## src/rtl/gmem_rd_arbiter_if.sv

```systemverilog
// Read-side bundle between N compute masters, the arbiter and the global
// memory model's single-ID AXI read port. The slave modport is the arbiter's
// view; the master modport is the surrounding environment (masters + memory).
interface gmem_rd_arbiter_if #(
  parameter int N_PORTS = 4,
  parameter int ADDR_W  = 32,
  parameter int DATA_W  = 512,
  parameter int ID_W    = 4
);
  // compute-master side
  logic [N_PORTS*ADDR_W-1:0] m_araddr;
  logic [N_PORTS*8-1:0]      m_arlen;
  logic [N_PORTS-1:0]        m_arvalid;
  logic [N_PORTS-1:0]        m_arready;
  logic [DATA_W-1:0]         m_rdata;
  logic                      m_rlast;
  logic [N_PORTS-1:0]        m_rvalid;
  logic [N_PORTS-1:0]        m_rready;
  // memory-model side
  logic [ADDR_W-1:0]         s_araddr;
  logic [7:0]                s_arlen;
  logic                      s_arvalid;
  logic                      s_arready;
  logic [ID_W-1:0]           s_arid;
  logic [DATA_W-1:0]         s_rdata;
  logic                      s_rlast;
  logic                      s_rvalid;
  logic                      s_rready;
  logic [ID_W-1:0]           s_rid;

  modport slave (
    input  m_araddr, m_arlen, m_arvalid, m_rready,
    output m_arready, m_rdata, m_rlast, m_rvalid,
    output s_araddr, s_arlen, s_arvalid, s_arid, s_rready,
    input  s_arready, s_rdata, s_rlast, s_rvalid, s_rid
  );

  modport master (
    output m_araddr, m_arlen, m_arvalid, m_rready,
    input  m_arready, m_rdata, m_rlast, m_rvalid,
    input  s_araddr, s_arlen, s_arvalid, s_arid, s_rready,
    output s_arready, s_rdata, s_rlast, s_rvalid, s_rid
  );
endinterface

```

## src/rtl/gmem_rd_arbiter.sv

```systemverilog
// Round-robin read arbiter for the global memory model's single-ID AXI port.
// One burst in flight at a time; R beats are steered back to the granted
// master from the registered owner, and the returned beat count is checked
// against the granted arlen (sticky len_err).
module gmem_rd_arbiter #(
  parameter int N_PORTS = 4,
  parameter int ADDR_W  = 32,
  parameter int DATA_W  = 512,
  parameter int ID_W    = 4
) (
  input  logic              clk,
  input  logic              nrst,
  gmem_rd_arbiter_if.slave  bus,
  output logic              busy,
  output logic              len_err
);

  localparam int PTR_W = (N_PORTS > 1) ? $clog2(N_PORTS) : 1;

  typedef enum logic [1:0] {IDLE = 2'd0, ADDR = 2'd1, DATA = 2'd2} state_t;

  state_t             state, state_nxt;
  logic [PTR_W-1:0]   rr_ptr;
  logic [PTR_W-1:0]   owner;
  logic [PTR_W-1:0]   win;
  logic [PTR_W:0]     arb_idx;
  logic               arb_found;
  logic               req_any;
  logic [7:0]         exp_len;
  logic [8:0]         beat_cnt;
  logic [ADDR_W-1:0]  araddr_q;
  logic [7:0]         arlen_q;
  logic               arvalid_q;
  logic [N_PORTS-1:0] arready_q;
  logic               r_hs;
  logic               unused_rid;

  // The memory model is driven with a single ID, so the returned ID carries no information.
  assign unused_rid = ^bus.s_rid;

  assign req_any       = |bus.m_arvalid;
  assign busy          = (state != IDLE);
  assign bus.s_araddr  = araddr_q;
  assign bus.s_arlen   = arlen_q;
  assign bus.s_arvalid = arvalid_q;
  assign bus.s_arid    = '0;
  assign bus.m_arready = arready_q;
  assign bus.m_rdata   = bus.s_rdata;
  assign r_hs          = (state == DATA) && bus.s_rvalid && bus.m_rready[owner];

  // Round-robin pick: first requesting port at or above rr_ptr, wrapping.
  always_comb begin
    arb_idx   = '0;
    arb_found = 1'b0;
    win       = rr_ptr;
    for (int i = 0; i < N_PORTS; i++) begin
      arb_idx = {1'b0, rr_ptr} + (PTR_W+1)'(i);
      if (arb_idx >= (PTR_W+1)'(N_PORTS)) arb_idx = arb_idx - (PTR_W+1)'(N_PORTS);
      if (!arb_found && bus.m_arvalid[arb_idx[PTR_W-1:0]]) begin
        arb_found = 1'b1;
        win       = arb_idx[PTR_W-1:0];
      end
    end
  end

  // State register.
  always_ff @(posedge clk) begin
    if (nrst) state <= IDLE;
    else      state <= state_nxt;
  end

  // Next state and R-channel steering; R is only routed while a burst owns the port.
  always_comb begin
    state_nxt     = state;
    bus.m_rvalid  = '0;
    bus.s_rready  = 1'b0;
    bus.m_rlast   = 1'b0;
    case (state)
      IDLE: if (req_any) state_nxt = ADDR;
      ADDR: if (bus.s_arready) state_nxt = DATA;
      DATA: begin
        bus.m_rvalid[owner] = bus.s_rvalid;
        bus.s_rready        = bus.m_rready[owner];
        bus.m_rlast         = bus.s_rlast;
        if (r_hs && bus.s_rlast) state_nxt = IDLE;
      end
      default: state_nxt = IDLE;
    endcase
  end

  // Grant capture, AR hold, beat counting and length check.
  always_ff @(posedge clk) begin
    if (nrst) begin
      rr_ptr    <= '0;
      owner     <= '0;
      exp_len   <= '0;
      beat_cnt  <= '0;
      araddr_q  <= '0;
      arlen_q   <= '0;
      arvalid_q <= 1'b0;
      arready_q <= '0;
      len_err   <= 1'b0;
    end else begin
      // m_arready is a one-cycle pulse; the master still holds its request during it.
      arready_q <= '0;
      case (state)
        IDLE: if (req_any) begin
          owner     <= win;
          exp_len   <= bus.m_arlen[win*8 +: 8];
          araddr_q  <= bus.m_araddr[win*ADDR_W +: ADDR_W];
          arlen_q   <= bus.m_arlen[win*8 +: 8];
          arvalid_q <= 1'b1;
          arready_q <= N_PORTS'(1) << win;
          rr_ptr    <= (win == PTR_W'(N_PORTS-1)) ? '0 : win + 1'b1;
        end
        ADDR: if (bus.s_arready) begin
          arvalid_q <= 1'b0;
          beat_cnt  <= '0;
        end
        DATA: if (r_hs) begin
          beat_cnt <= beat_cnt + 9'd1;
          // Early rlast, late rlast and overrun all compare pre-increment count.
          if (bus.s_rlast) begin
            if (beat_cnt != {1'b0, exp_len}) len_err <= 1'b1;
          end else if (beat_cnt == {1'b0, exp_len}) begin
            len_err <= 1'b1;
          end
        end
        default: ;
      endcase
    end
  end

endmodule

```

## src/flat_wrapper.sv

```systemverilog
// flat-port wrapper written by rule: the top's interface ports become plain ports
module gmem_rd_arbiter_flat 
#(
  parameter int N_PORTS = 4,
  parameter int ADDR_W  = 32,
  parameter int DATA_W  = 512,
  parameter int ID_W    = 4
)
  (clk, nrst, busy, len_err, bus_m_araddr, bus_m_arlen, bus_m_arvalid, bus_m_rready, bus_m_arready, bus_m_rdata, bus_m_rlast, bus_m_rvalid, bus_s_araddr, bus_s_arlen, bus_s_arvalid, bus_s_arid, bus_s_rready, bus_s_arready, bus_s_rdata, bus_s_rlast, bus_s_rvalid, bus_s_rid);
  gmem_rd_arbiter_if #(.N_PORTS(N_PORTS), .ADDR_W(ADDR_W), .DATA_W(DATA_W), .ID_W(ID_W)) bus_i ();
  input  logic clk;
  input  logic nrst;
  output logic busy;
  output logic len_err;
  input wire logic [$bits(bus_i.m_araddr)-1:0] bus_m_araddr;
  input wire logic [$bits(bus_i.m_arlen)-1:0] bus_m_arlen;
  input wire logic [$bits(bus_i.m_arvalid)-1:0] bus_m_arvalid;
  input wire logic [$bits(bus_i.m_rready)-1:0] bus_m_rready;
  output wire logic [$bits(bus_i.m_arready)-1:0] bus_m_arready;
  output wire logic [$bits(bus_i.m_rdata)-1:0] bus_m_rdata;
  output wire logic [$bits(bus_i.m_rlast)-1:0] bus_m_rlast;
  output wire logic [$bits(bus_i.m_rvalid)-1:0] bus_m_rvalid;
  output wire logic [$bits(bus_i.s_araddr)-1:0] bus_s_araddr;
  output wire logic [$bits(bus_i.s_arlen)-1:0] bus_s_arlen;
  output wire logic [$bits(bus_i.s_arvalid)-1:0] bus_s_arvalid;
  output wire logic [$bits(bus_i.s_arid)-1:0] bus_s_arid;
  output wire logic [$bits(bus_i.s_rready)-1:0] bus_s_rready;
  input wire logic [$bits(bus_i.s_arready)-1:0] bus_s_arready;
  input wire logic [$bits(bus_i.s_rdata)-1:0] bus_s_rdata;
  input wire logic [$bits(bus_i.s_rlast)-1:0] bus_s_rlast;
  input wire logic [$bits(bus_i.s_rvalid)-1:0] bus_s_rvalid;
  input wire logic [$bits(bus_i.s_rid)-1:0] bus_s_rid;
  assign bus_i.m_araddr = bus_m_araddr;
  assign bus_i.m_arlen = bus_m_arlen;
  assign bus_i.m_arvalid = bus_m_arvalid;
  assign bus_i.m_rready = bus_m_rready;
  assign bus_m_arready = bus_i.m_arready;
  assign bus_m_rdata = bus_i.m_rdata;
  assign bus_m_rlast = bus_i.m_rlast;
  assign bus_m_rvalid = bus_i.m_rvalid;
  assign bus_s_araddr = bus_i.s_araddr;
  assign bus_s_arlen = bus_i.s_arlen;
  assign bus_s_arvalid = bus_i.s_arvalid;
  assign bus_s_arid = bus_i.s_arid;
  assign bus_s_rready = bus_i.s_rready;
  assign bus_i.s_arready = bus_s_arready;
  assign bus_i.s_rdata = bus_s_rdata;
  assign bus_i.s_rlast = bus_s_rlast;
  assign bus_i.s_rvalid = bus_s_rvalid;
  assign bus_i.s_rid = bus_s_rid;
  gmem_rd_arbiter #(.N_PORTS(N_PORTS), .ADDR_W(ADDR_W), .DATA_W(DATA_W), .ID_W(ID_W)) u_core (.clk(clk), .nrst(nrst), .bus(bus_i), .busy(busy), .len_err(len_err));
endmodule
```

## config.mk

```make
export PLATFORM = sky130hd
export DESIGN_NAME = gmem_rd_arbiter_flat
export DESIGN_NICKNAME = d
export VERILOG_FILES = /design/src/rtl/gmem_rd_arbiter_if.sv /design/src/rtl/gmem_rd_arbiter.sv /design/src/flat_wrapper.sv
export SDC_FILE = /design/constraint.sdc
export NUM_CORES = 1
export LEC_CHECK = 0
export ABC_AREA = 0
export CAP_MARGIN = 20
export CORE_AREA = 5 5 492 494
export DETAILED_ROUTE_END_ITERATION = 8
export DIE_AREA = 0 0 497 499
export RECOVER_POWER = 100
export SKIP_LAST_GASP = 1
export SYNTH_ARGS = -nofsm -noshare
export SYNTH_HDL_FRONTEND = slang
export SYNTH_SLANG_ARGS = --single-unit
```

## constraint.sdc

```tcl
create_clock -name clk -period 2.2 [get_ports clk]
set_clock_uncertainty 0.05 [all_clocks]
set_input_delay 0.33 -clock clk [delete_from_list [all_inputs] [get_ports clk]]
set_output_delay 0.33 -clock clk [all_outputs]
set_load 0.01 [all_outputs]
```

==> flow_results.org, run 1 <==
** Critical path
- Number of buffers and inverters on the critical path :: 3
- Maximum single-stage delay on the critical path :: 0.63 ns
- Among all stages on the critical path, the largest delay is contributed by mux4_2.
- Of all nets on the critical path, the largest fanout is 6.
- CP Class :: reg2reg
- STA classifies the critical path startpoint as a flip-flop.
- In this design, the largest share of critical-path delay is due to multiplexers.
- The worst setup path is captured at a flip-flop.
- At the worst endpoint, the required time is 2.40 ns.
- Walking the worst path, the cells encountered are mux4_2 > buf_6 > a31oi_4 > buf_12 > bufbuf_16 > or3_1 > a21oi_1.
- Data arrival time of the critical path :: 2.36 ns

** Layout
- Synthesis-to-layout area growth :: 44.7%
- After routing the design area is 10700 um^2.
- For this run, the post-layout net count is 1336.
- The repair_antennas step left the layout with diodes totalling 0.
- Final core utilization :: 4.50%
- Non-filler cells in the finished layout :: 3818
- Cells with a size suffix above 1 make up 24.6% of the layout.

** Global routing
- The first global-routing pass estimated 161 mm of wire.
- Antenna violations before repair :: 4
- The number of global-route vias before repair is 5497.
- Total track usage :: 11.3%
- Entering global routing, the biggest net connects 34 pins.
- Summed over all layers, the global routing overflow is 0.

** Clock network
- Worst skew pair latency :: 0.40 ns
- Buffer cell driving the clock tree root :: clkbuf_16
- Clock tree synthesis found a total of 61 sinks.
- The longest clock path from root to sink contains 2 buffers.
- Inserted Clock Buffers :: 9
- TritonCTS built the clock tree.
- Clock input transition at the sequential cells of the worst setup and hold paths :: 0.07 ns
- For this design, the CTS-stage hold fixing added 0 buffers.
- In this run the number of H-tree levels came out at 3.

** Timing
- Total setup violations reported at the end of the flow :: 0
- Setup slack on the critical path of the routed design comes to 0.0381 ns.
- The max-slew violation count is 0.
- Hold Vio Cnt, Final :: 0
- Timing-limited maximum frequency :: 0.463 GHz
- Hold timing on the final database bottoms out at a slack of 0.436 ns.
- In the finished design, the share of the clock period the worst path needs comes to 98.3%.
- Setup repair after global routing could not meet its margin everywhere.
- Fin crit period :: 2.16 ns
- Transition time of the tightest slew-check pin :: 0.864 ns
- Headroom to the max-slew limit came out at 42.6%.

** Synth
- The top cell type by area accounts for 52.9% of the synthesized area.
- Dividing the synthesized area by the synthesized cell count gives 8.32 um^2.
- Async set-or-reset flop fraction in the synthesized netlist :: 0%
- Counting every instance in the synthesized netlist gives 886.
- Ranked by total cell area, the synthesized netlist is headed by buf_4 53%, dfxtp_1 17%, mux2i_1 5.6%.
- Count of warnings emitted by yosys :: 0
- Post-synth top area cell :: buf_4
- The most common cell in the synthesized netlist is buf_4.
- Post-synth EDFFs :: 0
- Seq cells post-synth :: 61
- The most used flip-flop cell after synthesis is dfxtp_1.
- Post-synth top cells :: 520 x buf_4, 61 x dfxtp_1, 49 x nand2_1, 41 x mux2i_1, 40 x a32oi_1
- In this run the cell area of the synthesized design comes to 7370 um^2.
- Count of cell types in the netlist :: 49
- Share of synthesized area occupied by flip-flops and latches :: 16.6%

** Detailed routing
- In the final routed layout, each cell accounts on average for 38.8 um.
- In the detailed route, the total length drawn on met2 is 66.4 mm.
- Sum of met3 wire segment lengths after detailed routing :: 64.2 mm
- Highest layer used for signal routing :: met5
- In this run, the number of DRC markers left after iteration 0 of detailed routing was 318.
- Using the TritonRoute via totals, the vias-per-cell ratio works out to 1.41.
- Detailed-routing wirelength on met1 :: 13.4 mm
- Iteration count of the initial detailed-routing pass :: 4
- In the routed design, unresolved DRC markers number 0.
- After detailed routing, the total wire length is 148 mm.
- The detail route stage leaves a number of antenna-violating nets equal to 0.
- Vias after detailed routing :: 5366

** Place
- The congestion estimate from routability-driven global placement came to 0.857.
- Post-detailed-placement cell area :: 10100 um^2
- Detail Placement HPWL :: 141 mm
- Setup Slack @ Placement :: -0.519 ns
- In this run, placement finished with an instance count of 3792.
- Number of buffers added on ports :: 225

** Power and ir drop
- Total leakage power :: 0.00276 uW
- Across the VDD grid, the largest voltage drop is 0.285 mV.
- In this run the power density over the cells is 530 nW/um^2.

** Outcome
- Outcome :: completed

** Floorplanning
- Chip width :: 497 um
- After floorplanning, the core was divided into 179 placement rows.
- Initial standard-cell utilization of the core :: 3.11%
- The floorplan step defined a core boundary enclosing 237000 um^2.
- Height of the die :: 499 um
- I/O pin count :: 1258
- The die covers 248000 um^2.

** Job
- Max-cap violations in this run came to 0.

** Min path
- Tightest Hold Check Type :: reg2reg
-- logic make-up (layout without fill, tap and decap cells) --
family,after synthesis,count (layout),synth area share (%)
muxes,42,42,5.87
AOI/OAI and AO/OA,107,107,12.9
DFF,61,61,16.6
adders and majority gates,1,1,0.170
and+or+nand+nor,108,108,7.31
other,1,4,0.0509
buffers and inverters,554,316,55.7
xor gates and xnor gates,12,12,1.43
-- registers in the layout, summed over array words and instances (netlist names) --
signal	cells
u_core.state	2
u_core.bus.s_araddr	32
u_core.bus.m_arready	4
u_core.rr_ptr	2
u_core.exp_len	8
u_core.len_err	1
u_core.beat_cnt	9
u_core.bus.s_arvalid	1
u_core.owner	2
-- power breakdown --
group	internal (uW)	switching (uW)	total, uW
logic	1020	1380	2410
registers	1280	172	1460
clock network	1000	787	1790
-- final timing paths --
path	from	slack, ns	cells after the start	end
min reg2reg	u_core.bus.s_arvalid$_SDFFE_PP0P_	0.44	2	u_core.bus.s_arvalid$_SDFFE_PP0P_
max reg2reg	u_core.owner[0]$_SDFFE_PP0N_	0.04	7	u_core.beat_cnt[3]$_SDFFE_PP0P_
min	u_core.bus.s_arvalid$_SDFFE_PP0P_	0.44	2	u_core.bus.s_arvalid$_SDFFE_PP0P_
max	u_core.owner[0]$_SDFFE_PP0N_	0.04	7	u_core.beat_cnt[3]$_SDFFE_PP0P_
-- cells in the final DEF, fill, tap and decap left out, types with 3 or more instances in the layout --
cell type,count
mux2i_2,10
nor3_1,5
dlygate4sd3_1,23
o211ai_2,26
a21oi_1,12
a32oi_1,32
nand4_1,3
buf_6,4
mux2i_1,27
clkdlybuf4s50_1,172
nand3_1,6
clkbuf_2,5
buf_2,3
dlymetal6s2s_1,3
conb_1,4
nor2_1,15
o211ai_1,14
xnor2_1,9
dfxtp_1,59
mux2i_4,4
or3_1,4
o21ai_0,5
nand2b_1,4
buf_12,15
nand2_1,49
a32oi_2,8
buf_4,44
clkbuf_16,10
clkbuf_1,19
inv_1,7
-- per-layer routing --
metal	vias to the layer above	GRT usage, %
li1	1961	-
met1	2127	3.11
met2	1041	17.9
met3	231	23.0
met4	6	2.98
met5	-	0.0761
-- cell type report --
class	count	area [um^2]
clock buffers	9	225
clock inverters	7	96.3
fillers	28200	226000
inverters	8	30.0
multi-input cells	274	2280
flip-flops and latches	61	1230
well taps	3167	3960
repair buffers	292	2850
-- metrics by stage --
stage	power, uW	setup TNS, ns
after floorplan	3130	0
after CTS	5920	-0.0589
after global placement	3910	-20.91
final	5650	0
after detailed placement	3920	-23.21
after global routing	6050	-0.288
-- worst register-to-register path, stage by stage, from the launching register on --
cell       delay [ns]
dfxtp_4          0.41
mux4_2           0.63
buf_6            0.19
a31oi_4          0.17
buf_12           0.16
bufbuf_16        0.28
or3_1            0.10
a21oi_1          0.06
-- timing repair --
item / in CTS / in global routing
pin swaps: 5 / 5
setup buffers: 6 / 3
cloned: 1 / 1
setup endpoints to repair: 50 / 51
resized for setup: 14 / 38
(Power assumes the default switching activity.)
==> run 2, diff against run 1 <==
--- a/config.mk
+++ b/config.mk
@@ -11,6 +11,7 @@
 export DETAILED_ROUTE_END_ITERATION = 8
 export DIE_AREA = 0 0 497 499
 export RECOVER_POWER = 100
+export SKIP_CTS_REPAIR_TIMING = 1
 export SKIP_LAST_GASP = 1
 export SYNTH_ARGS = -nofsm -noshare
 export SYNTH_HDL_FRONTEND = slang
==> run 2 against run 1 <==
Compared with the run above:
- critical path depth decreased by 4
- combinational power about the same
- clock power about the same
- flip-flop and latch count unchanged
- final area decreased by 0.71%
- worst setup slack got worse by 0.019 ns
- utilization about the same
- wire length about the same
- fmax decreased by 0.86%
- cell count about the same
- sequential power about the same
- critical path type is now reg2out
==> flow_results.org, run 2 (synthesis gave the netlist of run 1 again) <==
** Global routing
- Largest net degree at the start of global routing :: 34 (unchanged)
- Number of global-route vias before repair :: 5443 (-0.98%)
- Total track usage :: 11.3% (-0.040 points)
- Global-route wire length before repair :: 160 mm (-0.35%)
- Antenna violations before repair :: 4 (unchanged)
- Total grt overflow :: 0 (unchanged)

** Timing
- The share of the clock period used by the worst path was 99.1% (+0.85 points).
- The final setup slack of the worst path is 0.0193 ns (-0.0188 ns).
- Final Max Tran Viols :: 0 (unchanged)
- Hold Vio Cnt, Final :: 0 (unchanged)
- Unrepaired setup endpoints after global routing :: yes
- The minimum clock period came to 2.18 ns (+0.0188 ns).
- The transition time at the pin with the least slew margin came to 0.895 ns (+0.0313 ns).
- Timing-limited maximum frequency :: 0.459 GHz (-0.86%)
- Tightest slew margin relative to the limit :: 40.6% (-2.1 points)
- The total negative slack for setup checks came to 0 ns (unchanged).
- Total setup violations reported at the end of the flow :: 0 (unchanged)

** Detailed routing
- The DRC violations left came to 0 (unchanged).
- The remaining number of nets flagged by the antenna check after routing is 0 (unchanged).
- The number of optimization iterations in the first detailed-route pass is 5 (+1).
- The final wirelength was 148 mm (about the same).
- WL per Instance :: 38.8 um (about the same)
- Drt via density :: 1.41 (+0.19%)
- Vias after detailed routing :: 5375 (+0.17%)
- The number of DRC markers in iteration 0 was 308 (-3.1%).

** Job
- Max cap viols :: 0 (unchanged)

** Power and ir drop
- Power density cells :: 532 nW/um^2 (+0.38%)
- Total leakage power :: 0.00272 uW (-1.7%)
- Worst IR drop on VDD :: 0.302 mV (+6.0%)

** Layout
- The net total in the final layout came to 1333 (-0.22%).
- Final core utilization :: 4.47% (-0.032 points)
- The library cell used most frequently in the layout, excluding fill and tap cells, is clkdlybuf4s50_1.
- Post-route cell area :: 10600 um^2 (-0.71%)
- Share of post-route cells with drive strength above 1 :: 23.0% (-1.6 points)
- Compared with the post-synthesis result, the final layout area differs by 43.7%.
- Leading cell types in the layout, fill and taps excluded :: 175 x clkdlybuf4s50_1, 59 x dfxtp_1, 49 x nand2_1, 47 x buf_4, 33 x a32oi_1
- Max reg flops :: 32 (unchanged)
- The post-layout instance count excluding filler cells came to 3817 (-0.026%).

** Clock network
- Worst skew pair latency :: 0.41 ns (about the same)
- Clock tree sinks :: 61 (unchanged)
- TritonCTS built the clock tree.
- The tree is rooted in a clkbuf_16.
- Inserted Clock Buffers :: 9 (unchanged)
- CTS H-tree depth :: 3 (unchanged)
- Clock buffer depth :: 2 (unchanged)
- Clock input transition at the sequential cells of the worst setup and hold paths :: 0.06 ns (about the same)

** Critical path
- The worst register-to-register path ends at u_core.bus.s_araddr[14]$_SDFFE_PP0N_.
- STA classifies the critical path endpoint as an output port.
- The worst setup path is launched from a flip-flop.
- Data arrival time of the critical path :: 1.80 ns (-0.56 ns)
- The worst-case reg-to-reg path depth is 8 (+1).
- Critical R2R Launch :: u_core.rr_ptr[0]$_SDFFE_PP0N_
- Critical path data required time :: 1.82 ns (-0.58 ns)
- The worst setup path is of the reg2out kind.
- The worst setup slack for register-to-register paths is 0.03 ns (about the same).
- Highest net fanout along the worst path :: 2 (-4)

** Place
- Number of buffers added on ports :: 225 (unchanged)
- The global placer's final weighted congestion was 0.857 (unchanged).
- The standard cell area after detailed placement was 10100 um^2 (unchanged).
- Cell total after placement :: 3792 (unchanged)
- The detailed placement HPWL is 141 mm (unchanged).
- Setup Slack @ Placement :: -0.519 ns (unchanged)

** Floorplanning
- The horizontal die dimension is 497 um (unchanged).
- The full die area came to 248000 um^2 (unchanged).
- Initial standard-cell utilization of the core :: 3.11% (unchanged)
- # rows :: 179 (unchanged)
- The die outline height was 499 um (unchanged).
- The total I/O pin count came to 1258 (unchanged).
- The core footprint came to 237000 um^2 (unchanged).

** Min path
- In this run the worst hold path is classified as reg2reg.
- Hold Path Stages :: 2 (unchanged)
- Hold Path End :: u_core.bus.s_arvalid$_SDFFE_PP0P_
- In this run the most critical hold path is launched from u_core.bus.s_arvalid$_SDFFE_PP0P_.

** Outcome
- Outcome :: completed
[run 2: cell count changes in the layout (fill, tap and decap cells not counted), sizes merged]
cell / before / now
diode: 0 / 2
dlygate4sd2: 1 / 0
buf: 66 / 65
clkdlybuf4s50: 172 / 175
bufbuf: 1 / 0
dlygate4sd3: 23 / 20
[run 2: worst max path at each step]
stage | startpoint | to | slack (ns)
global placement | bus_m_arvalid[2] | u_core.bus.s_araddr[14]$_SDFFE_PP0N_ | -0.47
finish | u_core.owner[0]$_SDFFE_PP0N_ | bus_s_rready | 0.02
detailed placement | bus_m_arvalid[2] | u_core.bus.s_araddr[14]$_SDFFE_PP0N_ | -0.52
global route | u_core.rr_ptr[0]$_SDFFE_PP0N_ | u_core.bus.s_araddr[13]$_SDFFE_PP0N_ | -0.04
CTS | u_core.owner[0]$_SDFFE_PP0N_ | bus_s_rready | -0.56
floorplan | u_core.owner[0]$_SDFFE_PP0N_ | u_core.beat_cnt[5]$_SDFFE_PP0P_ | 0.42
[run 2: worst max-delay path, cell delays in order (launching register included)]
cell and delay, ns:
dfxtp_4 0.40, mux4_2 0.62, and2_1 0.21, dlymetal6s2s_1 0.19
[run 2: per-layer routing]
metal / track usage (%) / wire length [um]
met4: 3.01 / 4100
met1: 3.07 / 13700
met5: 0.0761 / 75
met3: 23.1 / 63900
met2: 17.7 / 66400
[run 2: through the flow]
stage	total power, uW	hold slack, ns
6_report	5630	0.435
5_1_grt	6010	0.455
4_1_cts	5870	0.425
3_5_place_dp	3920	0.430
3_3_place_gp	3910	0.423
2_1_floorplan	3130	0.398
[run 2: cell type report]
type                       instances  area [um^2]
tap                             3167         3960
clock inverter                     7         96.3
inverter                           8         30.0
sequential                        61         1230
multi-input combinational        274         2240
fill                           28200       226000
timing repair buffer             289         2810
clock buffer                       9          225
antenna                            2         5.00
[run 2: power breakdown]
group,internal (uW),total [uW],switching (uW)
clock,1000,1800,797
sequential,1280,1460,172
combinational,996,2380,1380
total,3280,5630,2350
